File: config.mk
export PLATFORM = sky130hd
export DESIGN_NAME = uart_tx_arbiter_flat
export DESIGN_NICKNAME = d
export VERILOG_FILES = /design/src/rtl/uart_pkg.sv /design/src/rtl/uart_tx_arbiter_if.sv /design/src/rtl/uart_rr_picker.sv /design/src/rtl/uart_tx_arbiter.sv /design/src/flat_wrapper.sv
export SDC_FILE = /design/constraint.sdc
export NUM_CORES = 1
export LEC_CHECK = 0
export ABC_AREA = 1
export CAP_MARGIN = 5
export CORE_UTILIZATION = 43
export CTS_CLUSTER_DIAMETER = 30
export DETAILED_ROUTE_END_ITERATION = 7
export PLACE_DENSITY = 0.86
export SLEW_MARGIN = 25
export SYNTH_ARGS = -nofsm -noshare
export SYNTH_HDL_FRONTEND = slang
export SYNTH_SLANG_ARGS = --single-unit
File: constraint.sdc
create_clock -name clk -period 2.05 [get_ports clk]
set_clock_uncertainty 0.2 [all_clocks]
set_input_delay 0.205 -clock clk [delete_from_list [all_inputs] [get_ports clk]]
set_output_delay 0.205 -clock clk [all_outputs]
set_load 0.01 [all_outputs]
File: src/rtl/uart_pkg.sv
// Shared definitions for the UART transmit arbiter: state encoding and defaults.
package uart_pkg;

    localparam logic [1:0] ARB_IDLE      = 2'd0;
    localparam logic [1:0] ARB_START     = 2'd1;
    localparam logic [1:0] ARB_WAIT_DONE = 2'd2;

    localparam int unsigned UART_DATA_W         = 8;
    localparam int unsigned UART_TIMEOUT_CYCLES = 4096;

    typedef enum logic [1:0] {
        ST_IDLE      = ARB_IDLE,
        ST_START     = ARB_START,
        ST_WAIT_DONE = ARB_WAIT_DONE
    } arb_state_e;

endpackage : uart_pkg

File: src/rtl/uart_tx_arbiter_if.sv
// Requester and transmitter signals of the UART TX arbiter.
// timeout_err exists only when UART_ARB_TIMEOUT_EN is defined.
interface uart_tx_arbiter_if
    import uart_pkg::*;
#(
    parameter int unsigned NUM_REQ = 4,
    parameter int unsigned DATA_W  = UART_DATA_W
);
    localparam int unsigned IDX_W = $clog2(NUM_REQ);

    logic [NUM_REQ-1:0]        req_valid;
    logic [NUM_REQ*DATA_W-1:0] req_data;
    logic [NUM_REQ-1:0]        req_ready;
    logic [DATA_W-1:0]         tx_data;
    logic                      tx_start;
    logic                      tx_busy;
    logic                      tx_done;
    logic [IDX_W-1:0]          grant_id;
    logic                      arb_busy;
`ifdef UART_ARB_TIMEOUT_EN
    logic                      timeout_err;
`endif

    modport master (
        output req_valid, req_data, tx_busy, tx_done,
        input  req_ready, tx_data, tx_start, grant_id, arb_busy
`ifdef UART_ARB_TIMEOUT_EN
       ,input  timeout_err
`endif
    );

    modport slave (
        input  req_valid, req_data, tx_busy, tx_done,
        output req_ready, tx_data, tx_start, grant_id, arb_busy
`ifdef UART_ARB_TIMEOUT_EN
       ,output timeout_err
`endif
    );

endinterface : uart_tx_arbiter_if

File: src/rtl/uart_rr_picker.sv
// Rotating-priority picker: first set request at or after ptr_i, with wrap.
module uart_rr_picker #(
    parameter int unsigned NUM_REQ = 4,
    parameter int unsigned IDX_W   = $clog2(NUM_REQ)
) (
    input  logic [NUM_REQ-1:0] req_i,
    input  logic [IDX_W-1:0]   ptr_i,
    output logic               found_o,
    output logic [IDX_W-1:0]   idx_o
);

    // Walk the requests starting from the pointer, keep the first hit.
    always_comb begin
        int unsigned      pos;
        logic [IDX_W-1:0] cand;
        found_o = 1'b0;
        idx_o   = '0;
        pos     = 0;
        cand    = '0;
        for (int unsigned off = 0; off < NUM_REQ; off++) begin
            pos = 32'(ptr_i) + off;
            if (pos >= NUM_REQ) begin
                pos = pos - NUM_REQ;
            end
            cand = IDX_W'(pos);
            if (!found_o && req_i[cand]) begin
                found_o = 1'b1;
                idx_o   = cand;
            end
        end
    end

endmodule : uart_rr_picker

File: src/rtl/uart_tx_arbiter.sv
// Round-robin arbiter sharing one UART transmitter among NUM_REQ byte requesters.
// Optional build macro: UART_ARB_TIMEOUT_EN adds a WAIT_DONE watchdog and the
// sticky timeout_err flag.
module uart_tx_arbiter
    import uart_pkg::*;
#(
    parameter int unsigned NUM_REQ = 4,
    parameter int unsigned DATA_W  = UART_DATA_W
`ifdef UART_ARB_TIMEOUT_EN
   ,parameter int unsigned TIMEOUT_CYCLES = UART_TIMEOUT_CYCLES
`endif
) (
    input  logic              clk,
    input  logic              reset,
    uart_tx_arbiter_if.slave  bus
);

    localparam int unsigned IDX_W = $clog2(NUM_REQ);
`ifdef UART_ARB_TIMEOUT_EN
    localparam int unsigned CNT_W = $clog2(TIMEOUT_CYCLES);
`endif

    arb_state_e          state_q, state_d;
    logic [IDX_W-1:0]    rr_ptr_q, rr_ptr_d;
    logic [IDX_W-1:0]    grant_id_q, grant_id_d;
    logic [DATA_W-1:0]   tx_data_q, tx_data_d;
    logic                tx_start_q;
    logic                arb_busy_q;
    logic [NUM_REQ-1:0]  req_ready_c;
    logic                pick_found;
    logic [IDX_W-1:0]    pick_idx;
    logic [IDX_W-1:0]    next_ptr;
    logic [DATA_W-1:0]   req_bytes [NUM_REQ];
`ifdef UART_ARB_TIMEOUT_EN
    logic [CNT_W-1:0]    cnt_q, cnt_d;
    logic                timeout_err_q, timeout_err_d;
`endif

    uart_rr_picker #(
        .NUM_REQ (NUM_REQ),
        .IDX_W   (IDX_W)
    ) u_picker (
        .req_i   (bus.req_valid),
        .ptr_i   (rr_ptr_q),
        .found_o (pick_found),
        .idx_o   (pick_idx)
    );

    // Unpack the flat request data bus into per-requester bytes.
    always_comb begin
        for (int unsigned i = 0; i < NUM_REQ; i++) begin
            req_bytes[i] = bus.req_data[i*DATA_W +: DATA_W];
        end
    end

    // Priority restarts just after the requester that was last served.
    always_comb begin
        next_ptr = (grant_id_q == IDX_W'(NUM_REQ - 1)) ? '0 : grant_id_q + IDX_W'(1);
    end

    // Next-state logic; req_ready is the only combinational output.
    always_comb begin
        state_d     = state_q;
        rr_ptr_d    = rr_ptr_q;
        grant_id_d  = grant_id_q;
        tx_data_d   = tx_data_q;
        req_ready_c = '0;
`ifdef UART_ARB_TIMEOUT_EN
        cnt_d         = cnt_q;
        timeout_err_d = timeout_err_q;
`endif
        unique case (state_q)
            ST_IDLE: begin
                if (!bus.tx_busy && pick_found) begin
                    req_ready_c = NUM_REQ'(1) << pick_idx;
                    tx_data_d   = req_bytes[pick_idx];
                    grant_id_d  = pick_idx;
                    state_d     = ST_START;
                end
            end
            ST_START: begin
                state_d = ST_WAIT_DONE;
`ifdef UART_ARB_TIMEOUT_EN
                cnt_d   = '0;
`endif
            end
            ST_WAIT_DONE: begin
                if (bus.tx_done) begin
                    rr_ptr_d = next_ptr;
                    state_d  = ST_IDLE;
                end
`ifdef UART_ARB_TIMEOUT_EN
                else if (cnt_q == CNT_W'(TIMEOUT_CYCLES - 1)) begin
                    timeout_err_d = 1'b1;
                    rr_ptr_d      = next_ptr;
                    state_d       = ST_IDLE;
                end else begin
                    cnt_d = cnt_q + CNT_W'(1);
                end
`endif
            end
            default: begin
                state_d = ST_IDLE;
            end
        endcase
    end

    // State and registered outputs; reset aborts any frame in flight.
    always_ff @(posedge clk or posedge reset) begin
        if (reset) begin
            state_q    <= ST_IDLE;
            rr_ptr_q   <= '0;
            grant_id_q <= '0;
            tx_data_q  <= '0;
            tx_start_q <= 1'b0;
            arb_busy_q <= 1'b0;
`ifdef UART_ARB_TIMEOUT_EN
            cnt_q         <= '0;
            timeout_err_q <= 1'b0;
`endif
        end else begin
            state_q    <= state_d;
            rr_ptr_q   <= rr_ptr_d;
            grant_id_q <= grant_id_d;
            tx_data_q  <= tx_data_d;
            tx_start_q <= (state_d == ST_START);
            arb_busy_q <= (state_d != ST_IDLE);
`ifdef UART_ARB_TIMEOUT_EN
            cnt_q         <= cnt_d;
            timeout_err_q <= timeout_err_d;
`endif
        end
    end

    assign bus.req_ready = req_ready_c;
    assign bus.tx_data   = tx_data_q;
    assign bus.tx_start  = tx_start_q;
    assign bus.grant_id  = grant_id_q;
    assign bus.arb_busy  = arb_busy_q;
`ifdef UART_ARB_TIMEOUT_EN
    assign bus.timeout_err = timeout_err_q;
`endif

endmodule : uart_tx_arbiter
File: src/flat_wrapper.sv
// flat-port wrapper written by rule: the top's interface ports become plain ports
module uart_tx_arbiter_flat import uart_pkg::*;
#(
    parameter int unsigned NUM_REQ = 4,
    parameter int unsigned DATA_W  = UART_DATA_W

)
  (clk, reset, bus_req_valid, bus_req_data, bus_tx_busy, bus_tx_done, bus_req_ready, bus_tx_data, bus_tx_start, bus_grant_id, bus_arb_busy);
  uart_tx_arbiter_if #(.NUM_REQ(NUM_REQ), .DATA_W(DATA_W)) bus_i ();
  input  logic clk;
  input  logic reset;
  input wire logic [$bits(bus_i.req_valid)-1:0] bus_req_valid;
  input wire logic [$bits(bus_i.req_data)-1:0] bus_req_data;
  input wire logic [$bits(bus_i.tx_busy)-1:0] bus_tx_busy;
  input wire logic [$bits(bus_i.tx_done)-1:0] bus_tx_done;
  output wire logic [$bits(bus_i.req_ready)-1:0] bus_req_ready;
  output wire logic [$bits(bus_i.tx_data)-1:0] bus_tx_data;
  output wire logic [$bits(bus_i.tx_start)-1:0] bus_tx_start;
  output wire logic [$bits(bus_i.grant_id)-1:0] bus_grant_id;
  output wire logic [$bits(bus_i.arb_busy)-1:0] bus_arb_busy;
  assign bus_i.req_valid = bus_req_valid;
  assign bus_i.req_data = bus_req_data;
  assign bus_i.tx_busy = bus_tx_busy;
  assign bus_i.tx_done = bus_tx_done;
  assign bus_req_ready = bus_i.req_ready;
  assign bus_tx_data = bus_i.tx_data;
  assign bus_tx_start = bus_i.tx_start;
  assign bus_grant_id = bus_i.grant_id;
  assign bus_arb_busy = bus_i.arb_busy;
  uart_tx_arbiter #(.NUM_REQ(NUM_REQ), .DATA_W(DATA_W)) u_core (.clk(clk), .reset(reset), .bus(bus_i));
endmodule
## Word level (Yosys, flattened, before mapping)

Index checks and enable logic that the tools add are counted.

| cells by class | value |
|---|---|
| add/sub/neg operators | 8 |
| eq/ne operators | 4 |
| multiplexer cells | 29 |
| magnitude comparators | 9 |
| reduce and logical (&&, ||, !) cells | 12 |
| bitwise gates (word level) | 1 |
| shifts and indexed selects | 1 |

Operators with widths:

| operator | count |
|---|---|
| $mux 2 | 11 |
| $bmux 8 s2 | 1 |
| $mux 8 | 2 |
| $ge 3x3->1 const B | 4 |
| $lt 2x3->1 const B | 4 |
| $bmux 1 s2 | 4 |
| $mux 1 | 8 |
| $mux 4 | 2 |
| $sub 2x1->2 const B | 4 |
| $add 2x2->3 const B | 2 |
| $pmux 2 s3 | 1 |
| $eq 2x1->1 const B | 2 |
| $eq 2x2->1 const B | 2 |
| $logic_and 1x1->1 | 4 |
| $logic_not 1->1 | 4 |
| $reduce_and 2->1 | 2 |
| $shl 1x2->4 const A | 1 |
| $add 2x1->3 const B | 1 |
| $ge 2x3->1 const B | 1 |
| $not 2->3 | 1 |
| $add 2x1->2 const B | 1 |
| $logic_not 2->1 | 1 |
| $reduce_bool 2->1 | 1 |

| word-level totals | value |
|---|---|
| output and inout bits | 16 |
| register bits after elaboration | 16 |

## Logic depth before layout (Yosys ltp)

Gate-level depths: netlist of run 1.

| logic depth | value |
|---|---|
| word-level depth | 18 |
| gate-level depth with buffers | 17 |
| depth with buffers taken out | 15 |

## By module

A second synthesis of run 1 with hierarchy kept.

| unflattened totals | value |
|---|---|
| cells, all modules | 209 |
| area total of the unflattened synthesis | 1300.0 um2 |

Modules (own cells, without submodules):

| module | cells each | times used | area an instance (um2) | sequential area each (um2) |
|---|---|---|---|---|
| uart_tx_arbiter | 150 | 1 | 980.9 | 400.4 |
| uart_rr_picker | 59 | 1 | 319.1 | 0.0 |

## Worst setup path before layout of run 1

OpenSTA, ideal clock, no wires.

| path | value |
|---|---|
| path type | register -> output |
| start point | reg u_core.rr_ptr_q[0] |
| end point | out bus_req_ready[0] |
| cell stages (with the launch flop) | 12 |
| buffers on the path | 2 |
| data arrival time | 1.668 ns |
| setup slack | -0.023 ns |
| path through | dfrtp_1 > buf_6 > inv_8 > nand2_1 > nand3_2 > nand2_4 > nor2_8 > nand3_4 > nand3_4 > buf_12 > inv_2 > nor3_1 |

| on the way | value |
|---|---|
| longest elaborated chain between the ends | 17 |
| elaborated cells between the ends (all ways) | 41 |
| classes of those cells | 7 x add/sub; 4 x order compare; 1 x shift; 22 x mux; 7 x reduce/logical |

Ends and longest elaborated chain:

| item | line | RTL |
|---|---|---|
| start, declared | uart_tx_arbiter.sv:24 | `logic [IDX_W-1:0] rr_ptr_q, rr_ptr_d;` |
| start signal, assigned | uart_tx_arbiter.sv:123 | `rr_ptr_q <= rr_ptr_d;` |
| branches (longest 15 deep; another with $add 2x1->3) | n/a |  |
| $mux 4 * | uart_tx_arbiter.sv:74 | `if (!bus.tx_busy && pick_found) begin` |
| $mux 4 * | uart_tx_arbiter.sv:72 | `unique case (state_q)` |
| end, declared | flat_wrapper.sv:16 | `output wire logic [$bits(bus_i.req_ready)-1:0] bus_req_ready;` |

Mark *: on every way between the ends. The select of a mux whose other input is x is not followed.

## Worst setup path after layout of run 1

| path | value |
|---|---|
| start point | reg u_core.rr_ptr_q[0] |
| end point | out bus_req_ready[2] |

Same word-level chain as after synthesis.

==> results of run 1 <==
## registers in the layout, summed over array words and instances (netlist names)
signal / cells
u_core.rr_ptr_q: 2
u_core.bus.tx_data: 8
u_core.bus.tx_start: 1
u_core.bus.arb_busy: 1
u_core.bus.grant_id: 2
u_core.state_q: 2
## layer usage
layer	GRT usage	wire (µm)	up-vias
li1	-	-	832
met1	0.299	1770	788
met2	0.406	2370	73
met3	0.0220	232	17
met4	0.126	181	0
met5	0	0	-
## path summary, 6_finish.rpt
check,startpoint,slack (ns),end
min in group clk,u_core.bus.tx_data[2],0.29,u_core.bus.tx_data[2]
worst max register to register,u_core.rr_ptr_q[0],-0.20,u_core.bus.tx_data[4]
worst min register to register,u_core.bus.tx_data[2],0.29,u_core.bus.tx_data[2]
worst max-delay path,u_core.rr_ptr_q[0],-0.42,bus_req_ready[2]
max in group asynchronous,reset,1.19,u_core.rr_ptr_q[0]
worst min-delay path,reset,0.05,u_core.bus.grant_id[0]
## cell type report
class | count | area, µm²
timing repair inverter | 1 | 16.3
tap | 44 | 55.1
clock buffer | 3 | 22.5
multi-input combinational | 169 | 960
timing repair buffer | 84 | 785
inverter | 17 | 78.8
fill | 227 | 733
sequential | 16 | 403
## metrics by stage
stage,instance area (µm²),cells
2_1_floorplan,1400,209
3_3_place_gp,2050,319
3_5_place_dp,2050,319
4_1_cts,2140,327
5_1_grt,2320,334
6_report,2320,334
## power by group through the flow
| stage | Combinational, mW | Sequential, mW | Clock [mW] |
|---|---|---|---|
| 2_1_floorplan | 2.02 | 0.597 | 0 |
| 3_3_place_gp | 2.79 | 0.582 | 0 |
| 3_5_place_dp | 2.85 | 0.588 | 0 |
| 4_1_cts | 3.11 | 0.558 | 0.161 |
| 5_1_grt | 4.01 | 0.589 | 0.188 |
| 6_report | 3.69 | 0.572 | 0.171 |
## critical path: cells and delay by family, from the launching register on
kind / cells / cell delay [ns]
buffers and inverters: 4 / 0.49
flip-flops: 1 / 0.39
AND/OR/NAND/NOR: 10 / 0.89
## placed cells by master (no fill, tap or decap), types with 2 or more instances in the layout
cell type	instances
nand2_1	86
nand4_1	17
buf_6	3
nand2_2	26
clkinv_8	2
nand3_1	5
buf_4	24
o21ai_2	2
buf_12	2
nand3_4	3
o21ai_0	3
clkbuf_4	3
inv_1	10
clkdlybuf4s50_1	51
dfrtp_2	2
buf_2	4
nand2_4	12
inv_2	5
dfrtp_1	14
nand3_2	2
nor2_1	7
## cell families after synthesis
group,Yosys count,synth area share
adders and majority gates,1,0.00899
buffers and inverters,24,0.112
and+or+nand+nor,163,0.570
AOI/OAI and AO/OA,5,0.0207
DFF,16,0.288
## timing repair
action,CTS,global route
gates cloned,0,1
setup endpoints to repair,12,13
buffers inserted,6,7
pin swaps,4,12
gates resized for setup,29,37
hold endpoints to repair,0,0
==> summary.txt, run 1 <==
Area Growth Syn to Fin: 66.7%
Final min period: 2.47 ns
initial drt markers: 117
1st-pass router iterations: 4
VDD IR-drop max: 1.21 mV
Avg Inst Size Synth: 6.66 µm²
CP Launch Type: flip-flop
reg2reg path depth: 15
Yosys warnings: 0
vias in the first global route: 1449
Critical Path Most Common Cell: nand2_4
remaining antenna violation count: 0
clk sinks: 16
syn nets: 250
Yosys top cell by area: nand2_1
pre-CTS WS: -0.563 ns
CTS buffer count: 3
Reg power frac: 0.129
Starting Density: 0.456
RSZ-0062 raised after global routing: true
CP endpoint kind: output pin
grt total ovfl: 0
Die Y: 58.9 µm
nets@finish: 333
status: complete, but fails checks
Power, Total: 4.43 mW
crit-path max cell delay: 0.39 ns
Gate power share: 0.832
via count: 1710
critical path cell sequence: buf_12 > clkinv_8 > nand2_4 > nand2_4 > nand2_4 > nand2_4 > nor2_8 > nand3b_1 > nand3_1 > nand2_2 > inv_2 > nand2_2 > nor2_1 > buf_2
Yosys cell types: 23
ys flop type: dfrtp_1
Slew Limit Fails: 0
initial antenna violation count: 0
synth top area cells: nand2_1, dfrtp_1, nand4_1
clock slew at reported path FFs: 0.09 ns
P per Cell Area: 1910 nW/µm²
cells after synthesis: 209
Finished Core Util: 0.760
switching part of the total power: 0.520
failing checks: negative setup slack
Clock Power Share: 0.039
largest net degree at the start of global routing: 17
Ports: 56
routability cong.: 0.832
CTS Buffer Depth: 2
CP max FO: 6
Leakage: 1.20 nW
Async SR Flop Fraction: 1.00
global-route wire length before repair: 6.26 mm
drt total wl: 4.55 mm
Remaining DRCs: 0
Detailed Place HPWL: 2.83 mm
FMAX: 0.404 GHz
Final WS setup: -0.424 ns
synthesized area: 1390 µm²
flops & latches, synth: 16
Ant. Diodes: 0
WL/cell: 13.6 µm
commonest cells in the netlist: nand2_1, nand4_1, dfrtp_1, nand2_2, inv_1
Rel. slew slack: 0.623
core area: 3050 µm²
# rows: 20
final hold vios: 0
sum of negative setup slack: -2.79 ns
post-DR vias/cell: 5.12
H-Tree Depth: 1
Clk Latency, worst-skew pair: 0.30 ns
Hold Buf Count CTS: 0
Die X: 58.9 µm
TritonCTS clock tree: done
number of flops mapped to enable cells by yosys: 0
GRT Overall Usage: 0.239
WHS: 0.0543 ns
Port Buffers: 55
Max Cap Viol: 0
Slew @ Worst Pin: 0.564 ns
Arr. time, crit path: 2.07 ns
share of cells above drive strength 1: 0.324
Psw: 2.31 mW
root buffer cell: clkbuf_4
Worst path slowest cell: dfrtp_2
Die ar.: 3470 µm²
Seq/Total Area, Yosys: 0.288
Worst Path Required: 1.64 ns
P_int: 2.12 mW
final setup fails: 13
post-synth top area share: 0.291
hold crit path type: input pin to asynchronous set/reset pin
most frequent cell after synthesis: nand2_1
WS Path Type: flip-flop to output pin
part of the cycle the worst path needs: 1.21
Power figures use the tool's default switching activity.
==> run 2: changes to the inputs <==
--- a/config.mk
+++ b/config.mk
@@ -7,10 +7,10 @@
 export LEC_CHECK = 0
 export ABC_AREA = 1
 export CAP_MARGIN = 5
-export CORE_UTILIZATION = 43
+export CORE_UTILIZATION = 47
 export CTS_CLUSTER_DIAMETER = 30
 export DETAILED_ROUTE_END_ITERATION = 7
-export PLACE_DENSITY = 0.86
+export PLACE_DENSITY = 0.92
 export SLEW_MARGIN = 25
 export SYNTH_ARGS = -nofsm -noshare
 export SYNTH_HDL_FRONTEND = slang
==> constraint.sdc (replaced) <==
create_clock -name clk -period 2.9 [get_ports clk]
set_clock_uncertainty 0.2 [all_clocks]
set_input_delay 0.29 -clock clk [delete_from_list [all_inputs] [get_ports clk]]
set_output_delay 0.29 -clock clk [all_outputs]
set_load 0.01 [all_outputs]
==> run 2 against run 1 <==
Net effect:
- the flow now finishes without violations
- register-to-register slack better by 0.98 ns
- sequential share of layout area increased by 2.3 points
- routed wire length decreased by 25%
- power is 44% lower
- non-clock buffer count shrank 16
- sequential power down 31%
- final area decreased by 12%
- worst setup slack improved by 0.70 ns
- hold slack improved by 0.11 ns
==> summary.txt, run 2 (synthesized netlist as in run 1, its figures left out) <==
status: complete, no violations (was complete, but fails checks)
P per Cell Area: 1230 nW/µm² (was 1910 nW/µm²)
Arr. time, crit path: 2.13 ns (was 2.07 ns)
Die X: 56.4 µm (was 58.9 µm)
WS Path Type: flip-flop to output pin (unchanged)
post-DR vias/cell: 5.10 (was 5.12)
Detailed Place HPWL: 2.73 mm (was 2.83 mm)
GRT Overall Usage: 0.224 (was 0.239)
P_int: 1.20 mW (was 2.12 mW)
initial antenna violation count: 0 (unchanged)
Leakage: 1.12 nW (was 1.20 nW)
footprint of the multi-input gates: 837 µm² (was 960 µm²)
CTS buffer count: 3 (unchanged)
# rows: 19 (was 20)
TritonCTS clock tree: done (unchanged)
switching part of the total power: 0.520 (about the same)
grt total ovfl: 0 (unchanged)
Die ar.: 3180 µm² (was 3470 µm²)
Starting Density: 0.500 (was 0.456)
remaining antenna violation count: 0 (unchanged)
Max Cap Viol: 0 (unchanged)
Psw: 1.30 mW (was 2.31 mW)
routability cong.: 0.900 (was 0.832)
Clock Power Share: 0.059 (was 0.039)
Slew Limit Fails: 0 (unchanged)
Worst Path Required: 2.41 ns (was 1.64 ns)
Die Y: 56.4 µm (was 58.9 µm)
Rel. slew slack: 0.616 (was 0.623)
nets@finish: 316 (was 333)
hold crit path type: input pin to asynchronous set/reset pin (unchanged)
sum of negative setup slack: 0 ns (was -2.79 ns)
Port Buffers: 55 (unchanged)
Clk Latency, worst-skew pair: 0.28 ns (was 0.30 ns)
most frequent cells in the layout: nand2_1, clkdlybuf4s50_1, nand4_1 (was nand2_1, clkdlybuf4s50_1, nand2_2)
most common cell after layout, fill and taps aside: nand2_1 (unchanged)
largest net degree at the start of global routing: 17 (unchanged)
CTS Buffer Depth: 2 (unchanged)
Ports: 56 (unchanged)
Slew @ Worst Pin: 0.576 ns (was 0.564 ns)
RSZ-0062 raised after global routing: false (was true)
share of cells above drive strength 1: 0.179 (was 0.324)
Hold Buf Count CTS: 0 (unchanged)
CP Launch Type: flip-flop (unchanged)
core area: 2780 µm² (was 3050 µm²)
VDD IR-drop max: 0.948 mV (was 1.21 mV)
Gate power share: 0.783 (was 0.832)
Reg power frac: 0.159 (was 0.129)
via count: 1554 (was 1710)
Final min period: 2.62 ns
clk sinks: 16 (unchanged)
drt total wl: 3.44 mm (was 4.55 mm)
final hold vios: 0 (unchanged)
final std cells w/o fill: 305 (was 334)
1st-pass router iterations: 4 (unchanged)
register area: 402 µm² (was 403 µm²)
part of the cycle the worst path needs: 0.903
Fillers: 221 (was 227)
FMAX: 0.382 GHz
vias in the first global route: 1436 (was 1449)
CP endpoint kind: output pin (unchanged)
clock slew at reported path FFs: 0.09 ns (about the same)
initial drt markers: 63 (was 117)
CP max FO: 10 (was 6)
WHS: 0.166 ns (was 0.0543 ns)
H-Tree Depth: 1 (unchanged)
Area Growth Syn to Fin: 46.4% (was 66.7%)
global-route wire length before repair: 5.74 mm (was 6.26 mm)
number of flip-flops in the largest register: 8 (unchanged)
Remaining DRCs: 0 (unchanged)
placed cells: 298 (was 319)
final setup fails: 0 (was 13)
WL/cell: 11.3 µm (was 13.6 µm)
Ant. Diodes: 0 (unchanged)
root buffer cell: clkbuf_4 (unchanged)
## run 2: per-stage QoR
step	utilization	cell area, µm²	setup slack [ns]	total power [mW]
floorplan	-	1390	0.742	1.84
global placement	0.709	1970	0.189	2.27
detailed placement	0.709	1970	0.100	2.32
CTS	0.722	2010	0.0147	2.47
global route	0.732	2040	0.109	2.75
finish	0.732	2040	0.280	2.50
## run 2: layer usage
| metal | GRT usage | routed length (µm) | vias up |
|---|---|---|---|
| li1 | - | - | 796 |
| met1 | 0.265 | 1500 | 688 |
| met2 | 0.427 | 1730 | 62 |
| met3 | 0.0138 | 146 | 8 |
| met4 | 0.0732 | 66 | 0 |
| met5 | 0 | 0 | - |
## run 2: final cells by class
type | instances | share of cell area
Multi-Input combinational cell | 169 | 0.411
Timing Repair Buffer | 68 | 0.320
Sequential cell | 16 | 0.197
Inverter | 17 | 0.0350
Tap cell | 31 | 0.0190
Clock buffer | 4 | 0.0178
## run 2: what timing repair did
item | CTS | global route
resized for setup | 2 | 4
endpoints found under the hold margin | 0 | 0
setup endpoints to repair | 4 | 3
buffers inserted | 0 | 3
## run 2: worst max-delay path, cell delays in order, from the launching register on
cell and delay [ns]:
dfrtp_2 0.42, buf_4 0.15, inv_8 0.08, nand2_1 0.08, nand3_2 0.10, nand2_4 0.08
nor2_8 0.13, nand3_1 0.10, nand3_1 0.11, nand2_2 0.09, inv_2 0.08, nand2_1 0.06
nor2_1 0.08, dlygate4sd2_1 0.27
## run 2: worst paths after layout
kind                                  startpoint                     to  depth (start not counted)  slack, ns
max                           u_core.rr_ptr_q[0]       bus_req_ready[2]                         13       0.28
min                                        reset  u_core.bus.tx_data[3]                          2       0.17
max reg2reg                   u_core.rr_ptr_q[0]  u_core.bus.tx_data[1]                         15       0.78
min reg2reg                u_core.bus.tx_data[5]  u_core.bus.tx_data[5]                          2       0.29
max in group asynchronous                  reset     u_core.rr_ptr_q[0]                          2       1.93
min in group clk           u_core.bus.tx_data[5]  u_core.bus.tx_data[5]                          2       0.29
## run 2: power groups by stage
stage	Sequential, mW	Combinational, mW	Clock [mW]
final	0.396	1.96	0.147
after global placement	0.417	1.86	0
after detailed placement	0.421	1.90	0
after floorplan	0.422	1.42	0
after global routing	0.410	2.18	0.161
after CTS	0.417	1.91	0.150
==> run 3: changes to the inputs <==
--- a/config.mk
+++ b/config.mk
@@ -7,11 +7,13 @@
 export LEC_CHECK = 0
 export ABC_AREA = 1
 export CAP_MARGIN = 5
-export CORE_UTILIZATION = 47
+export CORE_UTILIZATION = 46
 export CTS_CLUSTER_DIAMETER = 30
 export DETAILED_ROUTE_END_ITERATION = 7
+export HOLD_SLACK_MARGIN = 0.02
 export PLACE_DENSITY = 0.92
 export SLEW_MARGIN = 25
 export SYNTH_ARGS = -nofsm -noshare
 export SYNTH_HDL_FRONTEND = slang
+export SYNTH_HIERARCHICAL = 1
 export SYNTH_SLANG_ARGS = --single-unit
==> run 3 against run 2 <==
Net effect:
- routed wire length is 9.1% lower
- largest power group unchanged
- sequential cell count unchanged
- critical path type unchanged
- largest cell class unchanged
- clock power about the same
- critical endpoint unchanged
==> summary.txt, run 3 <==
# rows: 18 (was 19)
CP max FO: 7 (was 10)
global-route wire length before repair: 5.26 mm (was 5.74 mm)
number of flops mapped to enable cells by yosys: 0 (unchanged)
flops & latches, synth: 16 (unchanged)
Avg Inst Size Synth: 6.22 µm² (was 6.66 µm²)
drt total wl: 3.13 mm (was 3.44 mm)
GRT Overall Usage: 0.245 (was 0.224)
final setup fails: 0 (unchanged)
clk sinks: 16 (unchanged)
hold crit path type: input pin to asynchronous set/reset pin (unchanged)
number of flip-flops in the largest register: 8 (unchanged)
CTS Buffer Depth: 2 (unchanged)
family with the most delay on the worst path: simple AND/OR/NAND/NOR gates (unchanged)
WL/cell: 10.5 µm (was 11.3 µm)
Async SR Flop Fraction: 1.00 (unchanged)
syn nets: 250 (unchanged)
post-CTS setup buffers: 0 (unchanged)
vias in the first global route: 1304 (was 1436)
Final WS setup: 0.198 ns (was 0.280 ns)
Seq/Total Area, Yosys: 0.308 (was 0.288)
routability cong.: 0.806 (was 0.900)
Finished Core Util: 0.747 (was 0.732)
TritonCTS clock tree: done (unchanged)
Ports: 56 (unchanged)
1st-pass router iterations: 4 (unchanged)
initial antenna violation count: 0 (unchanged)
Slew Limit Fails: 0 (unchanged)
initial drt markers: 35 (was 63)
Remaining DRCs: 0 (unchanged)
Ant. Diodes: 0 (unchanged)
CP Launch Type: flip-flop (unchanged)
share of cells above drive strength 1: 0.150 (was 0.179)
WS Path Type: flip-flop to output pin (unchanged)
FMAX: 0.370 GHz (was 0.382 GHz)
nets@finish: 309 (was 316)
status: complete, no violations (unchanged)
remaining antenna violation count: 0 (unchanged)
Worst Path Required: 2.41 ns (about the same)
reg-to-reg startpoint: u_core/rr_ptr_q[0] (was u_core.rr_ptr_q[0])
most common cell after layout, fill and taps aside: nand2_1 (unchanged)
placed instance area: 1870 µm² (was 1970 µm²)
most frequent cells in the layout: nand2_1, clkdlybuf4s50_1, dfrtp_1 (was nand2_1, clkdlybuf4s50_1, nand4_1)
commonest cells in the netlist: nand2_1, dfrtp_1, inv_1, nand2_2 (was nand2_1, nand4_1, dfrtp_1, nand2_2, inv_1)
Area Growth Syn to Fin: 47.4% (was 46.4%)
synth top area cells: nand2_1, dfrtp_1, nand2_2 (was nand2_1, dfrtp_1, nand4_1)
Max Cap Viol: 0 (unchanged)
P per Cell Area: 1150 nW/µm² (was 1230 nW/µm²)
Worst path slowest cell: dfrtp_2 (unchanged)
reg2reg path depth: 18 (was 15)
largest net degree at the start of global routing: 17 (unchanged)
synthesized area: 1300 µm² (was 1390 µm²)
most frequent cell after synthesis: nand2_1 (unchanged)
worst reg2reg endpoint: u_core/bus.tx_data[4] (was u_core.bus.tx_data[1])
Leakage: 1.07 nW (was 1.12 nW)
Die Y: 55.2 µm (was 56.4 µm)
critical path cell sequence: buf_4 > nand2_2 > nand2_2 > nand2_2 > nand2_2 > nor2_4 > nand3_1 > nand3_1 > inv_1 > nor3_1 > dlygate4sd2_1 (was buf_4 > inv_8 > nand2_1 > nand3_2 > nand2_4 > nor2_8 > nand3_1 > nand3_1 > nand2_2 > inv_2 > nand2_1 > nor2_1 > dlygate4sd2_1)
cells after synthesis: 209 (unchanged)
post-DR vias/cell: 4.86 (was 5.10)
CTS buffer count: 3 (unchanged)
grt total ovfl: 0 (unchanged)
crit-path max cell delay: 0.47 ns (was 0.42 ns)
Starting Density: 0.506 (was 0.500)
H-Tree Depth: 1 (unchanged)
Yosys cell types: 22 (was 23)
via count: 1444 (was 1554)
Critical Path Most Common Cell: nand2_2
RSZ-0062 raised after global routing: false (unchanged)
Port Buffers: 55 (unchanged)
Rel. slew slack: 0.595 (was 0.616)
Die ar.: 3040 µm² (was 3180 µm²)
ys flop type: dfrtp_1 (unchanged)
Yosys top cell by area: nand2_1 (unchanged)
post-route cell area: 1920 µm² (was 2040 µm²)
Slew @ Worst Pin: 0.607 ns (was 0.576 ns)
worst path bufs/invs: 3 (was 4)
part of the cycle the worst path needs: 0.932 (was 0.903)
Worst R2R Setup Slack: 0.37 ns (was 0.78 ns)
Die X: 55.2 µm (was 56.4 µm)
post-synth top area share: 0.367 (was 0.291)
Yosys warnings: 6 (was 0)
pre-CTS WS: 0.0631 ns (was 0.100 ns)
root buffer cell: clkbuf_4 (unchanged)
Power, Total: 2.21 mW (was 2.50 mW)
Arr. time, crit path: 2.21 ns (was 2.13 ns)
Detailed Place HPWL: 2.46 mm (was 2.73 mm)
Clk Latency, worst-skew pair: 0.29 ns (was 0.28 ns)
CP endpoint kind: output pin (unchanged)
Final min period: 2.70 ns (was 2.62 ns)
Fillers: 211 (was 221)
clock slew at reported path FFs: 0.09 ns (about the same)
final hold vios: 0 (unchanged)
VDD IR-drop max: 0.875 mV (was 0.948 mV)
sum of negative setup slack: 0 ns (unchanged)
Hold Buf Count CTS: 0 (unchanged)
core area: 2570 µm² (was 2780 µm²)
[run 3: cell types whose count changed after synthesis, moves of 3 or more]
cell,before,now
nand2_1,108,127
buf_6,2,5
nor2_2,0,4
nor2_1,7,3
nand4_1,17,1
nand2_2,13,10
[run 3: logic make-up (layout without fill, tap and decap cells)]
family                     count (synthesis)  in the layout  synth area share
adders and majority gates                  1              1           0.00962
buffers and inverters                     23             81             0.100
AOI/OAI and AO/OA                          6              6            0.0231
and+or+nand+nor                          163            163             0.559
DFF                                       16             16             0.308
[run 3: what timing repair did]
item,4_1_cts,5_1_grt
setup endpoints to repair,4,2
gates resized for setup,4,4
endpoints found under the hold margin,0,0
[run 3: routing by layer]
metal / wire length (µm) / up-vias / GRT usage
li1: - / 749 / -
met1: 1380 / 625 / 0.297
met2: 1470 / 65 / 0.420
met3: 241 / 5 / 0.0546
met4: 34 / 0 / 0.0917
met5: 0 / - / 0
[run 3: layout make-up]
| type | count | area [µm²] | share of cell area |
|---|---|---|---|
| inverters | 15 | 58.8 | 0.0307 |
| repair buffers | 62 | 606 | 0.316 |
| well taps | 30 | 37.5 | 0.0196 |
| flip-flops and latches | 16 | 402 | 0.210 |
| clock buffers | 4 | 36.3 | 0.0189 |
| multi-input cells | 170 | 777 | 0.405 |
[run 3: power by group]
group / leakage, nW / switching [mW] / internal [mW] / total, mW
clock: 0.0210 / 0.0708 / 0.0765 / 0.147
sequential: 0.201 / 0.0822 / 0.329 / 0.411
combinational: 0.849 / 0.983 / 0.672 / 1.65
[run 3: worst max-delay path by stage]
stage                       startpoint                to  depth (start not counted)
floorplan           u_core/rr_ptr_q[0]  bus_req_ready[0]                         12
global placement      bus_req_valid[1]  bus_req_ready[3]                         11
detailed placement    bus_req_valid[2]  bus_req_ready[3]                         13
CTS                 u_core/rr_ptr_q[0]  bus_req_ready[0]                         10
global route        u_core/rr_ptr_q[0]  bus_req_ready[2]                         11
finish              u_core/rr_ptr_q[0]  bus_req_ready[2]                         11
[run 3: per-stage QoR]
stage / hold WS [ns] / std cells
final: 0.165 / 297
after global routing: 0.232 / 297
after CTS: 0.182 / 297
after detailed placement: 0.275 / 293
after global placement: 0.270 / 293
after floorplan: 0.00374 / 209
[run 3: worst reg2reg max path, stage by stage, from the launching register on]
cell	delay, ns
dfrtp_2	0.47
buf_4	0.19
nand2_2	0.07
nand2_2	0.08
nand2_2	0.09
nand2_2	0.06
nor2_4	0.12
nand3_2	0.08
nand2_1	0.07
nand2_1	0.06
inv_2	0.12
buf_4	0.18
inv_1	0.22
nand2_1	0.14
nand2_1	0.07
nand2_1	0.06
nand2_1	0.05
nand2_1	0.05
nand2_1	0.04
